<file path="config.mk">
export PLATFORM = sky130hd
export DESIGN_NAME = shell_ctrl_flat
export DESIGN_NICKNAME = d
export VERILOG_FILES = /design/src/rtl/tank_pkg.sv /design/src/rtl/shell_ctrl_if.sv /design/src/rtl/heading_step.sv /design/src/rtl/shell_ctrl.sv /design/src/flat_wrapper.sv
export SDC_FILE = /design/constraint.sdc
export NUM_CORES = 1
export LEC_CHECK = 0
export CORE_AREA = 2 2 105 66
export DETAILED_ROUTE_END_ITERATION = 12
export DIE_AREA = 0 0 107 68
export GPL_TIMING_DRIVEN = 0
export PLACE_DENSITY = 0.86
export SETUP_SLACK_MARGIN = 0.1
export SLEW_MARGIN = 5
export SYNTH_ARGS = -nofsm -noshare
export SYNTH_HDL_FRONTEND = slang
export SYNTH_SLANG_ARGS = --single-unit
export TNS_END_PERCENT = 20
</file>
<file path="constraint.sdc">
create_clock -name clk -period 5.04 [get_ports clk]
set_input_delay 0.756 -clock clk [delete_from_list [all_inputs] [get_ports clk]]
set_output_delay 0.756 -clock clk [all_outputs]
set_load 0.1 [all_outputs]
</file>
<file path="src/rtl/tank_pkg.sv">
// Shared definitions for the tank game blocks: heading codes, shell FSM
// states, map limits and the icon-centre offsets used for spawning.
package tank_pkg;

  localparam logic [2:0] HDG_N  = 3'b000;
  localparam logic [2:0] HDG_NE = 3'b001;
  localparam logic [2:0] HDG_E  = 3'b010;
  localparam logic [2:0] HDG_SE = 3'b011;
  localparam logic [2:0] HDG_S  = 3'b100;
  localparam logic [2:0] HDG_SW = 3'b101;
  localparam logic [2:0] HDG_W  = 3'b110;
  localparam logic [2:0] HDG_NW = 3'b111;

  localparam logic [7:0] MAP_MAX = 8'd127;
  localparam logic [7:0] ICON_CX = 8'd2;
  localparam logic [7:0] ICON_CY = 8'd4;

  typedef enum logic [1:0] {
    IDLE = 2'd0,
    FLY  = 2'd1,
    HIT  = 2'd2,
    COOL = 2'd3
  } shell_state_t;

  // 9-bit compare so lo + span cannot wrap for targets near the map edge.
  function automatic logic in_span(input logic [7:0] pos, input logic [7:0] lo,
                                   input logic [8:0] span);
    return ({1'b0, pos} >= {1'b0, lo}) && ({1'b0, pos} < ({1'b0, lo} + span));
  endfunction

endpackage

</file>
<file path="src/rtl/shell_ctrl_if.sv">
// Signal bundle between the game environment and the shell controller.
// Inputs are sampled on clk; outputs are registered, with no valid/ready
// handshake: tick and hit are single-cycle strobes, fire is a level.
interface shell_ctrl_if;
  logic       tick;
  logic       fire;
  logic [7:0] shoot_x;
  logic [7:0] shoot_y;
  logic [7:0] shoot_info;
  logic [7:0] tgt_x;
  logic [7:0] tgt_y;
  logic       burst;
  logic [7:0] shell_x;
  logic [7:0] shell_y;
  logic       shell_active;
  logic       hit;
  logic       ready;

  modport master (
    output tick, fire, shoot_x, shoot_y, shoot_info, tgt_x, tgt_y, burst,
    input  shell_x, shell_y, shell_active, hit, ready
  );

  modport slave (
    input  tick, fire, shoot_x, shoot_y, shoot_info, tgt_x, tgt_y, burst,
    output shell_x, shell_y, shell_active, hit, ready
  );
endinterface

</file>
<file path="src/rtl/heading_step.sv">
// Decodes a 3-bit heading into a signed unit step; north is y decreasing.
module heading_step
  import tank_pkg::*;
(
  input  logic [2:0]        hdg,
  output logic signed [1:0] dx,
  output logic signed [1:0] dy
);

  always_comb begin
    dx = 2'sb00;
    dy = 2'sb00;
    case (hdg)
      HDG_N:  begin dx = 2'sb00; dy = 2'sb11; end
      HDG_NE: begin dx = 2'sb01; dy = 2'sb11; end
      HDG_E:  begin dx = 2'sb01; dy = 2'sb00; end
      HDG_SE: begin dx = 2'sb01; dy = 2'sb01; end
      HDG_S:  begin dx = 2'sb00; dy = 2'sb01; end
      HDG_SW: begin dx = 2'sb11; dy = 2'sb01; end
      HDG_W:  begin dx = 2'sb11; dy = 2'sb00; end
      HDG_NW: begin dx = 2'sb11; dy = 2'sb11; end
      default: begin dx = 2'sb00; dy = 2'sb00; end
    endcase
  end

endmodule

</file>
<file path="src/rtl/shell_ctrl.sv">
// Projectile controller: launches a shell on a fire edge, steps it per tick
// along the latched heading and pulses hit on contact with the target box.
module shell_ctrl
  import tank_pkg::*;
#(
  parameter int RANGE    = 48,
  parameter int COOLDOWN = 16,
  parameter int HIT_W    = 4,
  parameter int HIT_H    = 8
) (
  input  logic         clk,
  input  logic         reset,
  shell_ctrl_if.slave  bus,
  output shell_state_t state_dbg
);

  localparam int SCW = (RANGE > 0)    ? $clog2(RANGE + 1)    : 1;
  localparam int CCW = (COOLDOWN > 0) ? $clog2(COOLDOWN + 1) : 1;

  shell_state_t      state, state_nx;
  logic              fire_q, fire_req_q;
  logic [2:0]        hdg_q, hdg_nx;
  logic [7:0]        sx_q, sy_q, sx_nx, sy_nx;
  logic [SCW-1:0]    step_q, step_nx;
  logic [CCW-1:0]    cool_q, cool_nx;
  logic signed [1:0] dx, dy;
  logic signed [8:0] px, py;
  logic              off_map, collide;
  logic              active_q, hit_q, ready_q;

  heading_step u_heading_step (
    .hdg (hdg_q),
    .dx  (dx),
    .dy  (dy)
  );

  assign px = $signed({1'b0, sx_q}) + $signed({{7{dx[1]}}, dx});
  assign py = $signed({1'b0, sy_q}) + $signed({{7{dy[1]}}, dy});

  // px/py span -1..256: bit 8 flags negative (or 256), bit 7 flags 128..255.
  assign off_map = px[8] | px[7] | py[8] | py[7];
  assign collide = in_span(sx_q, bus.tgt_x, 9'(HIT_W)) &&
                   in_span(sy_q, bus.tgt_y, 9'(HIT_H));

  always_comb begin
    state_nx = state;
    hdg_nx   = hdg_q;
    sx_nx    = sx_q;
    sy_nx    = sy_q;
    step_nx  = step_q;
    cool_nx  = cool_q;
    case (state)
      IDLE: begin
        if (fire_req_q) begin
          state_nx = FLY;
          sx_nx    = bus.shoot_x + ICON_CX;
          sy_nx    = bus.shoot_y + ICON_CY;
          hdg_nx   = bus.shoot_info[2:0];
          step_nx  = SCW'(RANGE);
        end
      end
      FLY: begin
        if (collide && !bus.burst) begin
          state_nx = HIT;
        end else if (bus.tick) begin
          if ((step_q == '0) || off_map) begin
            state_nx = COOL;
            cool_nx  = CCW'(COOLDOWN);
          end else begin
            sx_nx   = px[7:0];
            sy_nx   = py[7:0];
            step_nx = step_q - SCW'(1);
          end
        end
      end
      HIT: begin
        state_nx = COOL;
        cool_nx  = CCW'(COOLDOWN);
      end
      COOL: begin
        if (cool_q == '0) begin
          state_nx = IDLE;
        end else if (bus.tick) begin
          cool_nx = cool_q - CCW'(1);
        end
      end
      default: state_nx = IDLE;
    endcase
  end

  always_ff @(posedge clk or negedge reset) begin
    if (!reset) begin
      state      <= IDLE;
      fire_q     <= 1'b0;
      fire_req_q <= 1'b0;
      hdg_q      <= '0;
      sx_q       <= '0;
      sy_q       <= '0;
      step_q     <= '0;
      cool_q     <= '0;
      active_q   <= 1'b0;
      hit_q      <= 1'b0;
      ready_q    <= 1'b0;
    end else begin
      state      <= state_nx;
      fire_q     <= bus.fire;
      fire_req_q <= bus.fire & ~fire_q;
      hdg_q      <= hdg_nx;
      sx_q       <= sx_nx;
      sy_q       <= sy_nx;
      step_q     <= step_nx;
      cool_q     <= cool_nx;
      // Flags are registered from the next state so they line up with it.
      active_q   <= (state_nx == FLY) || (state_nx == HIT);
      hit_q      <= (state_nx == HIT);
      ready_q    <= (state_nx == IDLE);
    end
  end

  assign bus.shell_x      = sx_q;
  assign bus.shell_y      = sy_q;
  assign bus.shell_active = active_q;
  assign bus.hit          = hit_q;
  assign bus.ready        = ready_q;
  assign state_dbg        = state;

endmodule
</file>
<file path="src/flat_wrapper.sv">
// flat-port wrapper written by rule: the top's interface ports become plain ports
module shell_ctrl_flat import tank_pkg::*;
#(
  parameter int RANGE    = 48,
  parameter int COOLDOWN = 16,
  parameter int HIT_W    = 4,
  parameter int HIT_H    = 8
)
  (clk, reset, state_dbg, bus_tick, bus_fire, bus_shoot_x, bus_shoot_y, bus_shoot_info, bus_tgt_x, bus_tgt_y, bus_burst, bus_shell_x, bus_shell_y, bus_shell_active, bus_hit, bus_ready);
  shell_ctrl_if bus_i ();
  input  logic clk;
  input  logic reset;
  output shell_state_t state_dbg;
  input wire logic [$bits(bus_i.tick)-1:0] bus_tick;
  input wire logic [$bits(bus_i.fire)-1:0] bus_fire;
  input wire logic [$bits(bus_i.shoot_x)-1:0] bus_shoot_x;
  input wire logic [$bits(bus_i.shoot_y)-1:0] bus_shoot_y;
  input wire logic [$bits(bus_i.shoot_info)-1:0] bus_shoot_info;
  input wire logic [$bits(bus_i.tgt_x)-1:0] bus_tgt_x;
  input wire logic [$bits(bus_i.tgt_y)-1:0] bus_tgt_y;
  input wire logic [$bits(bus_i.burst)-1:0] bus_burst;
  output wire logic [$bits(bus_i.shell_x)-1:0] bus_shell_x;
  output wire logic [$bits(bus_i.shell_y)-1:0] bus_shell_y;
  output wire logic [$bits(bus_i.shell_active)-1:0] bus_shell_active;
  output wire logic [$bits(bus_i.hit)-1:0] bus_hit;
  output wire logic [$bits(bus_i.ready)-1:0] bus_ready;
  assign bus_i.tick = bus_tick;
  assign bus_i.fire = bus_fire;
  assign bus_i.shoot_x = bus_shoot_x;
  assign bus_i.shoot_y = bus_shoot_y;
  assign bus_i.shoot_info = bus_shoot_info;
  assign bus_i.tgt_x = bus_tgt_x;
  assign bus_i.tgt_y = bus_tgt_y;
  assign bus_i.burst = bus_burst;
  assign bus_shell_x = bus_i.shell_x;
  assign bus_shell_y = bus_i.shell_y;
  assign bus_shell_active = bus_i.shell_active;
  assign bus_hit = bus_i.hit;
  assign bus_ready = bus_i.ready;
  shell_ctrl #(.RANGE(RANGE), .COOLDOWN(COOLDOWN), .HIT_W(HIT_W), .HIT_H(HIT_H)) u_core (.clk(clk), .reset(reset), .bus(bus_i), .state_dbg(state_dbg));
endmodule
</file>
==> reports/qor.csv <==
stage,metric,value,unit
floorplan,full die area,0.00728,mm^2
timing,max-slew violations,0,
power_and_ir_drop,Tot Pwr,0.00290,W
grt,largest net degree at the start of global routing,38,
clock_network,CTS tree,yes,
logic_synthesis,Syn Area/Cell,8.69,um^2
floorplan,Starting Density,0.557,
timing,Sum Neg Setup Slack,0,ps
drt,Avg Vias per Cell,5.92,
setup_path,flop2flop setup slack,1300,ps
logic_synthesis,"count leader, synth",ha_1,
clock_network,CTS Buf Count,5,
drt,number of remaining DRC errors,0,
clock_network,Clock Root Buffer,clkbuf_8,
setup_path,worst r2r src,u_core.hdg_q[1],
timing,fin crit share,0.741,
layout,fillers,490,
floorplan,core area,0.00642,mm^2
setup_path,crit-path cells,or2_2 -> nand2_1 -> inv_1 -> ha_1 -> nor2b_1 -> o31ai_1 -> a21oi_1 -> xnor2_1 -> nand4_1 -> clkbuf_1 -> a22oi_1 -> o22ai_1 -> ha_1 -> inv_1,
layout,# diodes,0,
layout,share of layout cells above drive strength 1,0.0690,
timing,Setup-failing EPs final,0,
floorplan,I/O pin count,66,
hold_path,worst hold stages,1,
timing,final count of hold timing violations,0,
drt,drt wl/cell,16.2,um
drt,Routed Wire Length,9.13,mm
placed_design,gp weighted congestion,0.918,
clock_network,Hold Buf Count CTS,0,
floorplan,Site Rows,23,
clock_network,post_cts resized,0,
clock_network,CTS Sinks,37,
logic_synthesis,number of flops mapped to enable cells by yosys,0,
hold_path,hold path endpoint,u_core.fire_req_q,
setup_path,Worst path max stage delay,430,ps
placed_design,HPWL after DPL,7.10,mm
logic_synthesis,yosys warns,0,
timing,Rel. slew slack,0.349,
grt,gr ovfl total,0,
layout,nets,575,
layout,"Area growth, synth to finish",21.9,%
timing,Worst Skew,10.5,ps
setup_path,crit start category,flop,
clock_network,Post-CTS Setup Inserts,0,
setup_path,Crit path buffers/inverters,3,
drt,post-route ant nets,0,
setup_path,number of cells on the worst reg-to-reg path,14,
hold_path,worst hold start,u_core.fire_q,
setup_path,CP required,5240,ps
setup_path,CP max FO,10,
hold_path,Hold WC Path Type,flop to flop,
logic_synthesis,Synth Instances,411,
grt,first-pass GRT wire length,15.1,mm
placed_design,port bufs,59,
status,status,"finished, final reports clean",
clock_network,Worst-path clk slew,80,ps
drt,initial detailed-routing violation count,213,
timing,crit path time final,3740,ps
setup_path,CP max stage cell,dfrtp_1,
setup_path,WP data arrival,3930,ps
setup_path,crit path kind,flop to flop,
power_and_ir_drop,P_leak,1.93,nW
floorplan,Die Span X,107,um
floorplan,chip height,68,um
logic_synthesis,"flops & latches, synth",37,
logic_synthesis,Synth top area share,0.259,
setup_path,FF-to-FF End,u_core.bus.shell_active,
logic_synthesis,synth top area cells,"dfrtp_1, ha_1, xnor2_1, inv_1, nand2_1",
logic_synthesis,biggest area consumer among synthesized cells,dfrtp_1,
logic_synthesis,Post-synth ARST share,1.00,
logic_synthesis,Most used DFF post-synth,dfrtp_1,
grt,All-Layer GR Usage,0.264,
timing,achievable frequency,0.268,GHz
clock_network,CTS H-tree depth,2,
power_and_ir_drop,peak supply drop,0.283,mV
layout,area taken by flip-flops and latches,926,um^2
power_and_ir_drop,Pwr Density,667,mW/mm^2
logic_synthesis,post-synthesis sequential area ratio,0.259,
logic_synthesis,synthesized area,0.00357,mm^2
grt,initial antenna violation count,0,
logic_synthesis,Post-synth top cells,"ha_1, inv_1, dfrtp_1",
clock_network,CTS max path bufs,2,
setup_path,"CP delay by family, top",compound AO/OA/AOI/OAI gates,
setup_path,Setup crit end kind,flop,
grt,number of global-route vias before repair,3132,
drt,Vias,3347,
timing,RSZ-0062 raised after global routing,no,
logic_synthesis,"Distinct cells, synth",55,
logic_synthesis,syn nets,509,
job,max cap viols,0,
layout,Multi-input gate area,0.00244,mm^2
clock_network,clk_lat worst skew,300,ps
timing,Hold Slack,393,ps
timing,worst-margin pin slew,973,ps
drt,DR pass1 iterations,4,
==> cell usage in the layout (no fill, tap or decap), types with 5 or more instances in the layout <==
| cell type | n |
|---|---|
| o21ai_0 | 17 |
| nor2b_1 | 5 |
| xnor2_1 | 18 |
| nor2_1 | 20 |
| dfrtp_1 | 37 |
| mux2_2 | 11 |
| clkbuf_8 | 5 |
| a21oi_1 | 25 |
| xor2_1 | 7 |
| a211oi_1 | 5 |
| inv_1 | 41 |
| a21o_1 | 7 |
| o22ai_1 | 6 |
| clkbuf_1 | 9 |
| nor3_1 | 10 |
| o31ai_1 | 5 |
| mux2i_1 | 6 |
| nand3_1 | 24 |
| ha_1 | 51 |
| nand2_1 | 36 |
| clkdlybuf4s50_1 | 58 |
==> cells by family after synthesis <==
kind of cell / after synthesis / synth area share
AO/OA/AOI/OAI: 100 / 0.195
buffers and inverters: 52 / 0.0588
multiplexers: 21 / 0.0683
flip-flops: 37 / 0.259
AND/OR/NAND/NOR: 123 / 0.168
XOR/XNOR: 25 / 0.0613
adder cells (fa/ha/maj): 53 / 0.190
==> per-stage QoR <==
| stage | instances | setup slack [ps] | area [um^2] | utilization |
|---|---|---|---|---|
| 2_1_floorplan | 411 | 1760 | 3570 | - |
| 3_3_place_gp | 557 | 1090 | 4270 | 0.666 |
| 3_5_place_dp | 557 | 1090 | 4270 | 0.665 |
| 4_1_cts | 565 | 1080 | 4350 | 0.678 |
| 5_1_grt | 565 | 1090 | 4350 | 0.678 |
| 6_report | 565 | 1300 | 4350 | 0.678 |
==> cell type report <==
cell class,count,share of cell area
sequential,37,0.213
timing repair buffer,59,0.134
multi-input combinational,322,0.559
clock inverter,2,0.00345
clock buffer,6,0.0167
buffer,10,0.0121
inverter,42,0.0362
tap,87,0.0250
==> layer usage <==
layer  global-route usage  up-vias  part of all wire
met5                    0        -                 0
met4               0.0568        0             0.011
met3               0.0571       13             0.080
met2                0.423      126              0.44
met1                0.371     1589              0.47
li1                     -     1619                 -
==> worst max path at each step <==
stage | startpoint | endpoint | slack [ps] | cells past startpoint
after floorplan | u_core.bus.shell_x[0] | u_core.bus.shell_active | 1760 | 13
after global placement | bus_tgt_y[3] | u_core.bus.shell_y[4] | 1090 | 13
after detailed placement | u_core.hdg_q[1] | u_core.bus.shell_active | 1090 | 12
after CTS | u_core.hdg_q[1] | u_core.bus.shell_active | 1080 | 12
after global routing | u_core.hdg_q[1] | u_core.bus.shell_active | 1090 | 12
final | u_core.hdg_q[1] | u_core.bus.shell_active | 1300 | 14
==> flip-flops by register name, summed over array words and instances (netlist names) <==
| register | count |
|---|---|
| u_core.bus.shell_x | 8 |
| u_core.bus.shell_y | 8 |
| u_core.step_q | 6 |
| u_core.cool_q | 5 |
| u_core.hdg_q | 3 |
| u_core.state_dbg | 2 |
| u_core.bus.hit | 1 |
| u_core.bus.ready | 1 |
| u_core.bus.shell_active | 1 |
| u_core.fire_q | 1 |
| u_core.fire_req_q | 1 |
==> where the power goes <==
group / switching [W] / internal (W) / total (W)
Sequential: 0.000130 / 0.000400 / 0.000530
Combinational: 0.00138 / 0.000772 / 0.00215
Clock: 0.000121 / 0.0000976 / 0.000219
Total: 0.00163 / 0.00127 / 0.00290
No activity file was read; power rests on OpenSTA's default activity.
